**src/rtl/mmio_hex_key_port.sv**
```systemverilog
// Memory-mapped seven-segment / key / switch port for the MIPS32 data bus.
// Six registered HEX digits, debounced KEY[1:0] with W1C sticky press flags, synchronised SW[9:0].
module mmio_hex_key_port #(
  parameter int DEBOUNCE_CYCLES = 50000,
  parameter int CNT_W           = 16
) (
  input  logic        clk,
  input  logic        nrst,
  input  logic        nce,
  input  logic        re,
  input  logic        we,
  input  logic [1:0]  addr,
  input  logic [31:0] d_in,
  output logic [31:0] d_out,
  input  logic [1:0]  key,
  input  logic [9:0]  sw,
  output logic [7:0]  hex0,
  output logic [7:0]  hex1,
  output logic [7:0]  hex2,
  output logic [7:0]  hex3,
  output logic [7:0]  hex4,
  output logic [7:0]  hex5
);

  localparam logic [CNT_W-1:0] CNT_MAX = CNT_W'(DEBOUNCE_CYCLES - 1);

  logic [23:0]      value_q, value_d;
  logic [5:0]       en_q, en_d;
  logic [5:0]       dp_q, dp_d;
  logic [1:0]       flags_q, flags_d;
  logic [1:0]       stable_q, stable_d;
  logic [1:0]       key_s1_q, key_s2_q;
  logic [9:0]       sw_s1_q, sw_s2_q;
  logic [CNT_W-1:0] cnt0_q, cnt0_d;
  logic [CNT_W-1:0] cnt1_q, cnt1_d;
  logic [7:0]       hex_q [6];
  logic [7:0]       hex_d [6];
  logic [1:0]       clr;
  logic [1:0]       press;
  logic             wr;

  // Only d_in[23:0] carries register content; the top byte is dropped on write.
  logic unused_d_in;
  assign unused_d_in = &{1'b0, d_in[31:24]};

  function automatic logic [6:0] seg7(input logic [3:0] n);
    case (n)
      4'h0: seg7 = 7'h40;
      4'h1: seg7 = 7'h79;
      4'h2: seg7 = 7'h24;
      4'h3: seg7 = 7'h30;
      4'h4: seg7 = 7'h19;
      4'h5: seg7 = 7'h12;
      4'h6: seg7 = 7'h02;
      4'h7: seg7 = 7'h78;
      4'h8: seg7 = 7'h00;
      4'h9: seg7 = 7'h10;
      4'hA: seg7 = 7'h08;
      4'hB: seg7 = 7'h03;
      4'hC: seg7 = 7'h46;
      4'hD: seg7 = 7'h21;
      4'hE: seg7 = 7'h06;
      default: seg7 = 7'h0E;
    endcase
  endfunction

  assign wr = !nce && we;

  always_comb begin
    value_d = value_q;
    en_d    = en_q;
    dp_d    = dp_q;
    clr     = 2'b00;
    if (wr) begin
      case (addr)
        2'd0: value_d = d_in[23:0];
        2'd1: begin
          en_d = d_in[5:0];
          dp_d = d_in[13:8];
        end
        2'd2: clr = d_in[5:4];
        default: ;
      endcase
    end
  end

  // A mismatch must persist for DEBOUNCE_CYCLES consecutive edges; any return resets the count.
  always_comb begin
    stable_d = stable_q;
    cnt0_d   = '0;
    cnt1_d   = '0;
    if (key_s2_q[0] != stable_q[0]) begin
      if (cnt0_q == CNT_MAX) stable_d[0] = key_s2_q[0];
      else                   cnt0_d      = cnt0_q + 1'b1;
    end
    if (key_s2_q[1] != stable_q[1]) begin
      if (cnt1_q == CNT_MAX) stable_d[1] = key_s2_q[1];
      else                   cnt1_d      = cnt1_q + 1'b1;
    end
    press   = stable_q & ~stable_d;
    flags_d = (flags_q & ~clr) | press;
  end

  genvar gi;
  generate
    for (gi = 0; gi < 6; gi++) begin : g_hex
      assign hex_d[gi] = en_q[gi] ? {~dp_q[gi], seg7(value_q[4*gi +: 4])} : 8'hFF;
    end
  endgenerate

  always_comb begin
    d_out = 32'h0;
    if (!nce && re) begin
      case (addr)
        2'd0: d_out = {8'h0, value_q};
        2'd1: d_out = {18'h0, dp_q, 2'b00, en_q};
        2'd2: d_out = {26'h0, flags_q, 2'b00, stable_q};
        default: d_out = {22'h0, sw_s2_q};
      endcase
    end
  end

  always_ff @(posedge clk) begin
    if (!nrst) begin
      value_q  <= '0;
      en_q     <= 6'h3F;
      dp_q     <= '0;
      flags_q  <= '0;
      stable_q <= 2'b11;
      key_s1_q <= 2'b11;
      key_s2_q <= 2'b11;
      sw_s1_q  <= '0;
      sw_s2_q  <= '0;
      cnt0_q   <= '0;
      cnt1_q   <= '0;
      for (int i = 0; i < 6; i++) hex_q[i] <= 8'hC0;
    end else begin
      value_q  <= value_d;
      en_q     <= en_d;
      dp_q     <= dp_d;
      flags_q  <= flags_d;
      stable_q <= stable_d;
      key_s1_q <= key;
      key_s2_q <= key_s1_q;
      sw_s1_q  <= sw;
      sw_s2_q  <= sw_s1_q;
      cnt0_q   <= cnt0_d;
      cnt1_q   <= cnt1_d;
      for (int i = 0; i < 6; i++) hex_q[i] <= hex_d[i];
    end
  end

  assign hex0 = hex_q[0];
  assign hex1 = hex_q[1];
  assign hex2 = hex_q[2];
  assign hex3 = hex_q[3];
  assign hex4 = hex_q[4];
  assign hex5 = hex_q[5];

endmodule
```
**config.mk**
```make
export PLATFORM = sky130hd
export DESIGN_NAME = mmio_hex_key_port
export DESIGN_NICKNAME = d
export VERILOG_FILES = /design/src/rtl/mmio_hex_key_port.sv
export SDC_FILE = /design/constraint.sdc
export NUM_CORES = 1
export LEC_CHECK = 0
export ABC_AREA = 1
export CAP_MARGIN = 10
export CORE_UTILIZATION = 31
export CTS_BUF_LIST = sky130_fd_sc_hd__clkbuf_8
export DETAILED_ROUTE_END_ITERATION = 8
export REMOVE_ABC_BUFFERS = 1
export SLEW_MARGIN = 20
export SYNTH_ARGS = -nofsm -noshare
export SYNTH_HDL_FRONTEND = slang
export SYNTH_SLANG_ARGS = --single-unit
```
**constraint.sdc**
```tcl
create_clock -name clk -period 3.25 [get_ports clk]
set_clock_uncertainty 0.15 [all_clocks]
set_input_delay 0.65 -clock clk [delete_from_list [all_inputs] [get_ports clk]]
set_output_delay 0.65 -clock clk [all_outputs]
set_load 0.03 [all_outputs]
```
==> impl_metrics.json, run 1 <==
{
  "outcome": "complete, no violations",
  "clockBufferDepth": 2,
  "clk_latency_ps": 480,
  "num_vias": 7473,
  "busiest_layer": "met2",
  "clockRootBuffer": "clkbuf_8",
  "overflow": 0,
  "ys_ff_latch": 186,
  "hold_viol_final": 0,
  "post_cts_buffers": 0,
  "cts_sinks": 186,
  "worstRegToRegCells": 8,
  "path_clk_slew_ps": 90,
  "met1_usage_pct": 21.1,
  "met2_usage_pct": 24.8,
  "syn_to_final_growth_pct": 23.6,
  "powerDensity_mw_per_mm2": 439,
  "slew_violations": 0,
  "core_region_area_mm2": 0.0270,
  "antenna_cells": 0,
  "io_buffers": 114,
  "grt_max_degree": 50,
  "ant_nets": 0,
  "p_total_w": 0.00463,
  "crit_type": "primary input to primary output",
  "ys_seq_area_share_pct": 43.6,
  "final_nets": 1371,
  "grt_use_total_pct": 15.8,
  "grt_pass1_vias": 7146,
  "io_pins": 131,
  "critPathMaxFanout": 13,
  "finalSetupViolations": 0,
  "drtPass1Iterations": 4,
  "peakVddDrop_mv": 0.185,
  "routed_wl_um": 21600,
  "fmax_mhz": 319,
  "end_kind": "primary output",
  "use_met3_pct": 3.78,
  "post-dp-hpwl_um": 15700,
  "worstReg2RegEnd": "cnt0_q[12]",
  "placed_area_mm2": 0.0101,
  "cp.required_ps": 2450,
  "wl_per_cell_um": 13.2,
  "min_to": "sw_s2_q[7]",
  "drv_cap": 0,
  "postSynthAreaPerCell_um2": 7.35,
  "hold_slack_ps": 270,
  "antenna_found_initial": 1,
  "post-place-ws_ps": 128,
  "drt_iter0_drc": 451,
  "r2r-start": "cnt0_q[0]",
  "cts_tree": "built",
  "viasPerCell": 4.57,
  "ctsHtreeMaxLevel": 4,
  "leakage_nw": 5.00,
  "final_cell_area_mm2": 0.0105,
  "cts_resized": 0,
  "setup_tns_ps": 0,
  "yosysUniqueCellTypes": 31,
  "rsz0062_at_grt": "false",
  "syn_area_mm2": 0.00854,
  "syn_inst": 1162,
  "grt_pass1_wl_um": 35400,
  "start_kind": "primary input",
  "numCtsBuffers": 17,
  "fin_crit_sh_pct": 96.5,
  "drc_errors": 0,
  "arrival_ps": 2340,
  "cts_hold_buffers": 0,
  "tightest_slew_ps": 608,
  "drive_above_1_share_pct": 10.1,
  "rrSetupSlack_ps": 1270,
  "gp_congestion": 0.876,
  "initial_core_util_pct": 31.7,
  "period_needed_ps": 3140,
  "yosysWarnings": 0,
  "layout_setup_ws_ps": 114,
  "hold_start": "sw_s1_q[7]",
  "die_area_mm2": 0.0282,
  "worstHoldPathType": "register to register",
  "min_path_cells": 2,
  "die_w_um": 168,
  "die_h_um": 168,
  "slew_headroom_pct": 59.4,
  "rows": 60
}
## metrics by stage
step                      util (%)  std cells
after floorplan                  -       1121
after global placement        37.5       1604
after detailed placement      37.5       1604
after CTS                     39.1       1636
after global routing          39.1       1636
final                         39.1       1636
## cells in the final DEF, fill, tap and decap left out, types with 4 or more instances in the layout
| master | netlist | routed |
|---|---|---|
| clkbuf_8 | 0 | 18 |
| xnor2_1 | 4 | 4 |
| o211ai_1 | 18 | 18 |
| xor2_1 | 5 | 5 |
| nand3_1 | 123 | 123 |
| nand2_1 | 284 | 284 |
| o21ai_0 | 20 | 20 |
| ha_1 | 38 | 38 |
| dfxtp_1 | 186 | 186 |
| nand3_4 | 4 | 4 |
| nor2_1 | 59 | 59 |
| inv_6 | 0 | 4 |
| nor3_1 | 14 | 14 |
| clkdlybuf4s50_1 | 0 | 89 |
| nand3_2 | 11 | 11 |
| inv_2 | 9 | 9 |
| a21oi_1 | 64 | 64 |
| buf_4 | 12 | 45 |
| conb_1 | 1 | 8 |
| nor2_4 | 5 | 5 |
| nand2_2 | 8 | 8 |
| or2_2 | 7 | 7 |
| nand4_1 | 40 | 40 |
| inv_1 | 198 | 199 |
| buf_12 | 0 | 8 |
| nand3b_1 | 6 | 6 |
## worst max-delay path by stage
| stage | startpoint | to | slack (ps) | depth (start not counted) |
|---|---|---|---|---|
| 2_1_floorplan | addr[1] | register | 100 | 10 |
| 3_3_place_gp | addr[0] | d_out[0] | 130 | 9 |
| 3_5_place_dp | addr[0] | d_out[0] | 130 | 9 |
| 4_1_cts | addr[0] | d_out[0] | 120 | 9 |
| 5_1_grt | addr[0] | d_out[4] | 30 | 9 |
| 6_report | addr[0] | d_out[5] | 110 | 9 |
## synthesized netlist by cell type, drive strengths merged
master  number  area share [%]
xnor2        4            0.41
o31ai        2            0.18
dfxtp      186              44
or2          7            0.51
nand3      138             9.3
ha          38             5.6
buf         36             2.6
inv        207             9.1
o21ai       23             1.3
nor3b        1           0.088
o211ai      18             1.6
conb         1           0.044
xor2         5            0.51
nand4       40             2.9
nand2      292              13
a21oi       64             3.8
clkinv       1           0.044
clkbuf      12            0.53
nor3        14            0.82
nor2        67             3.5
nand3b       6            0.53
## metal layers
layer | vias up | wire length, um
met5 | - | 0
met4 | 0 | 446
met3 | 24 | 1230
met2 | 179 | 9550
met1 | 3394 | 10300
li1 | 3876 | -
## worst max-delay path, cell delays in order
cell and delay (ps):
clkdlybuf4s50_1 600, inv_1 120, nor2_1 110, buf_4 220
nand2_1 80, o211ai_1 90, o211ai_1 120, inv_1 160
buf_4 190
## area by class of cell
type	instances	area (um2)
multi-input cells	727	3790
clock inverters	14	184
repair buffers	142	1390
inverters	208	781
flip-flops and latches	186	3720
fillers	2798	16400
clock buffers	18	248
well taps	341	427
## kinds of logic after synthesis
| family | count (synthesis) | share of synthesized area [%] |
|---|---|---|
| AND/OR/NAND/NOR | 565 | 30.8 |
| buffers and inverters | 256 | 12.2 |
| flip-flops | 186 | 43.6 |
| AO/OA/AOI/OAI | 107 | 6.86 |
| adder cells (fa/ha/maj) | 38 | 5.57 |
| XOR/XNOR | 9 | 0.923 |
| other | 1 | 0.0439 |
## where the power goes
part | switching (W) | leakage (nW) | internal (W)
Combinational | 0.000332 | 3.26 | 0.000202
Sequential | 0.0000343 | 1.52 | 0.00237
Clock | 0.000889 | 0.222 | 0.000804
Total | 0.00126 | 5.00 | 0.00337
Note: power is estimated with default switching activity, not from simulation.
==> run 2: changes to the inputs <==
CTS_BUF_LIST = not set   (was sky130_fd_sc_hd__clkbuf_8)
RECOVER_POWER = 100   (was not set)
clock period = 3.3 ns   (was 3.25 ns; I/O delays follow)
==> impl_metrics.json, run 2 (synthesis gave the netlist of run 1 again) <==
{
  "outcome": "complete, no violations",
  "rows": 60,
  "powerDensity_mw_per_mm2": 480,
  "core_region_area_mm2": 0.0270,
  "clk_latency_ps": 430,
  "finalSetupViolations": 0,
  "drtPass1Iterations": 5,
  "n_fill_cell": 2809,
  "post-dp-hpwl_um": 15700,
  "cts_hold_buffers": 0,
  "met3WireLength_um": 1130,
  "grt_pass1_wl_um": 35700,
  "ctsHtreeMaxLevel": 4,
  "layout_commonest_cell": "nand2_1",
  "highest_layer": "met4",
  "fin_cells": 1636,
  "io_pins": 131,
  "viasPerCell": 4.60,
  "cts_sinks": 186,
  "worstHoldPathType": "register to register",
  "fin_crit_sh_pct": 97.6,
  "num_vias": 7531,
  "leakage_nw": 5.04,
  "end_kind": "primary output",
  "die_w_um": 168,
  "die_area_mm2": 0.0282,
  "arrival_ps": 2410,
  "wl_met2_um": 9930,
  "setup_tns_ps": 0,
  "slew_violations": 0,
  "cts_resized": 0,
  "drc_errors": 0,
  "startpoint": "addr[0]",
  "fmax_mhz": 310,
  "met1_length_um": 10500,
  "critPathMaxFanout": 13,
  "post_cts_buffers": 0,
  "grt_pass1_vias": 6996,
  "drv_cap": 0,
  "die_h_um": 168,
  "cts_tree": "built",
  "antenna_found_initial": 0,
  "clockRootBuffer": "clkbuf_16",
  "start_kind": "primary input",
  "dp_cells": 1604,
  "final_cell_mix": "286 x nand2_1, 198 x inv_1, 186 x dfxtp_1, 128 x nand3_1, 64 x a21oi_1",
  "path_clk_slew_ps": 70,
  "rsz0062_at_grt": "false",
  "overflow": 0,
  "syn_to_final_growth_pct": 23.1,
  "cp.required_ps": 2490,
  "hold_viol_final": 0,
  "numCtsBuffers": 17,
  "routed_wl_um": 21800,
  "io_buffers": 114,
  "period_needed_ps": 3220,
  "clockBufferDepth": 2,
  "grt_max_degree": 47,
  "peakVddDrop_mv": 0.295,
  "grt_use_total_pct": 16.0,
  "initial_core_util_pct": 31.7,
  "drt_iter0_drc": 485,
  "drive_above_1_share_pct": 7.49,
  "gp_congestion": 0.887,
  "hold_start": "sw_s1_q[7]",
  "slew_headroom_pct": 30.4,
  "r2r-start": "cnt1_q[0]",
  "ant_nets": 0,
  "final_nets": 1371,
  "wl_per_cell_um": 13.3,
  "antenna_cells": 0,
  "crit_type": "primary input to primary output",
  "tightest_slew_ps": 1040
}
run 2: cell types whose count changed in the layout (fill, tap and decap cells not counted), moves of 4 or more:
cell / previous run / this run
clkbuf_1: 0 / 25
buf_12: 8 / 4
dlygate4sd3_1: 0 / 48
nand3_1: 123 / 128
buf_4: 45 / 14
clkbuf_16: 0 / 17
nand3_2: 11 / 7
clkdlybuf4s50_1: 89 / 41
clkbuf_2: 0 / 12
clkbuf_8: 18 / 2
run 2: area by class of cell:
type                       instances  area, um2  share of cell area [%]
inverter                         208        781                    7.43
tap                              341        427                    4.06
multi-input combinational        727       3730                    35.5
sequential                       186       3720                    35.4
clock buffer                      21        460                    4.38
clock inverter                    11        160                    1.52
timing repair buffer             142       1220                    11.6
run 2: path summary, 6_finish.rpt:
| path | slack (ps) | cells past startpoint | end |
|---|---|---|---|
| hold reg to reg | 260 | 2 | sw_s2_q[7] |
| setup / recovery | 80 | 7 | d_out[11] |
| setup reg to reg | 1290 | 6 | cnt1_q[4] |
| hold / removal | 260 | 2 | sw_s2_q[7] |
run 2: stage by stage:
stage | hold slack [ps] | total power (W) | cell area (um2) | util [%] | setup WS [ps]
floorplan | 228 | 0.00270 | 8300 | - | 137
global placement | 247 | 0.00294 | 10100 | 37.5 | 152
detailed placement | 248 | 0.00295 | 10100 | 37.5 | 145
CTS | 270 | 0.00511 | 10700 | 39.8 | 139
global route | 285 | 0.00526 | 10500 | 39.0 | 34.8
finish | 263 | 0.00504 | 10500 | 39.0 | 78.0
run 2: power breakdown:
group / switching, W / internal (W)
combinational: 0.000325 / 0.000177
clock: 0.000923 / 0.00125
sequential: 0.0000327 / 0.00233
run 2: layer usage:
| metal | vias to the layer above | global-route usage, % |
|---|---|---|
| met5 | - | 0 |
| met4 | 0 | 4.35 |
| met3 | 14 | 3.78 |
| met2 | 175 | 25.8 |
| met1 | 3464 | 21.3 |
| li1 | 3878 | - |
run 2: worst max-delay path, stage by stage:
cell	delay [ps]
clkdlybuf4s50_1	630
inv_1	130
nor2_1	110
buf_4	210
nand2_1	70
a21oi_1	250
clkbuf_1	340
==> run 3: changes to the inputs <==
CORE_UTILIZATION = 54   (was 31)
PLACE_DENSITY = 0.8   (was not set)
==> impl_metrics.json, run 3 (synthesis gave the netlist of run 1 again) <==
{
  "cts_sinks": 186,
  "drt_iter0_drc": 484,
  "slowest_delay_ps": 480,
  "overflow": 0,
  "drive_above_1_share_pct": 6.50,
  "peakVddDrop_mv": 0.389,
  "violations": "max-capacitance violations, max-slew violations",
  "viasPerCell": 5.06,
  "gp_congestion": 0.955,
  "final_cell_mix": "286 x nand2_1, 203 x inv_1, 186 x dfxtp_1, 124 x nand3_1, 64 x a21oi_1",
  "io_buffers": 114,
  "worstHoldPathType": "register to register",
  "finalSetupViolations": 0,
  "clk_latency_ps": 430,
  "start_kind": "primary input",
  "rsz0062_at_grt": "false",
  "leakage_nw": 5.00,
  "grt_use_total_pct": 25.1,
  "powerDensity_mw_per_mm2": 477,
  "die_h_um": 128,
  "fin_crit_sh_pct": 94.1,
  "slew_headroom_pct": -33.8,
  "drc_errors": 0,
  "numCtsBuffers": 17,
  "drtPass1Iterations": 5,
  "fmax_mhz": 322,
  "die_area_mm2": 0.0163,
  "arrival_ps": 2300,
  "layout_setup_ws_ps": 195,
  "period_needed_ps": 3110,
  "die_w_um": 128,
  "initial_core_util_pct": 55.7,
  "routed_wl_um": 19900,
  "path_clk_slew_ps": 70,
  "end_kind": "primary output",
  "path_cells": "clkdlybuf4s50_1 -> inv_1 -> nand2_1 -> clkbuf_2 -> a21oi_1 -> clkbuf_1",
  "grt_max_degree": 48,
  "core_region_area_mm2": 0.0153,
  "antenna_cells": 0,
  "syn_to_final_growth_pct": 20.6,
  "tightest_slew_ps": 2010,
  "finish.utilization_pct": 67.2,
  "grt_pass1_vias": 6977,
  "slew_violations": 43,
  "ant_nets": 0,
  "antenna_found_initial": 0,
  "cp_num_buf_inv": 4,
  "final_nets": 1368,
  "cp.required_ps": 2490,
  "post-dp-hpwl_um": 14000,
  "hold_viol_final": 0,
  "drv_cap": 1,
  "critPathMaxFanout": 12,
  "crit_family": "buffers and inverters",
  "ctsHtreeMaxLevel": 4,
  "post_cts_buffers": 0,
  "grt_pass1_wl_um": 32800,
  "clockRootBuffer": "clkbuf_16",
  "num_vias": 7600,
  "outcome": "finished with violations",
  "clockBufferDepth": 2,
  "post-place-ws_ps": 90.1,
  "layout_commonest_cell": "nand2_1",
  "setup_tns_ps": 0,
  "critPathSlowestCell": "clkdlybuf4s50_1",
  "cts_tree": "built",
  "crit_type": "primary input to primary output",
  "wl_per_cell_um": 13.2,
  "rows": 45,
  "io_pins": 131
}
run 3: repair_timing:
action,in CTS,in global routing
gates resized for setup,0,2
hold buffers,0,0
setup endpoints to repair,0,2
run 3: layout make-up:
cell class	count	area (um2)
clock inverter	13	164
multi-input combinational	727	3750
inverter	208	781
tap	211	264
timing repair buffer	139	1170
fill	1369	5020
sequential	186	3720
clock buffer	19	433
run 3: final timing paths:
path | startpoint | slack, ps | to | cells past startpoint
worst max-delay path | nce | 190 | d_out[13] | 6
worst min-delay path | dp_q[4] | 250 | hex_q[4][7] | 1
worst max register to register | cnt1_q[0] | 1350 | cnt1_q[4] | 6
worst min register to register | dp_q[4] | 250 | hex_q[4][7] | 1
run 3: per-stage QoR:
stage / instance area, um2 / total power (W) / instances / hold slack, ps
after floorplan: 8300 / 0.00270 / 1121 / 228
after global placement: 9850 / 0.00292 / 1471 / 240
after detailed placement: 9850 / 0.00293 / 1471 / 241
after CTS: 10500 / 0.00496 / 1503 / 258
after global routing: 10300 / 0.00509 / 1503 / 270
final: 10300 / 0.00491 / 1503 / 255
run 3: layer usage:
layer	vias up	part of all wire (%)	track usage, %
met5	-	0	0
met2	237	48	42.6
met1	3453	44	31.6
met4	0	2.1	8.24
met3	34	5.9	5.63
li1	3876	-	-
run 3: where the power goes:
group | switching [W] | internal (W)
logic | 0.000319 | 0.000175
registers | 0.0000319 | 0.00233
clock network | 0.000908 | 0.00114
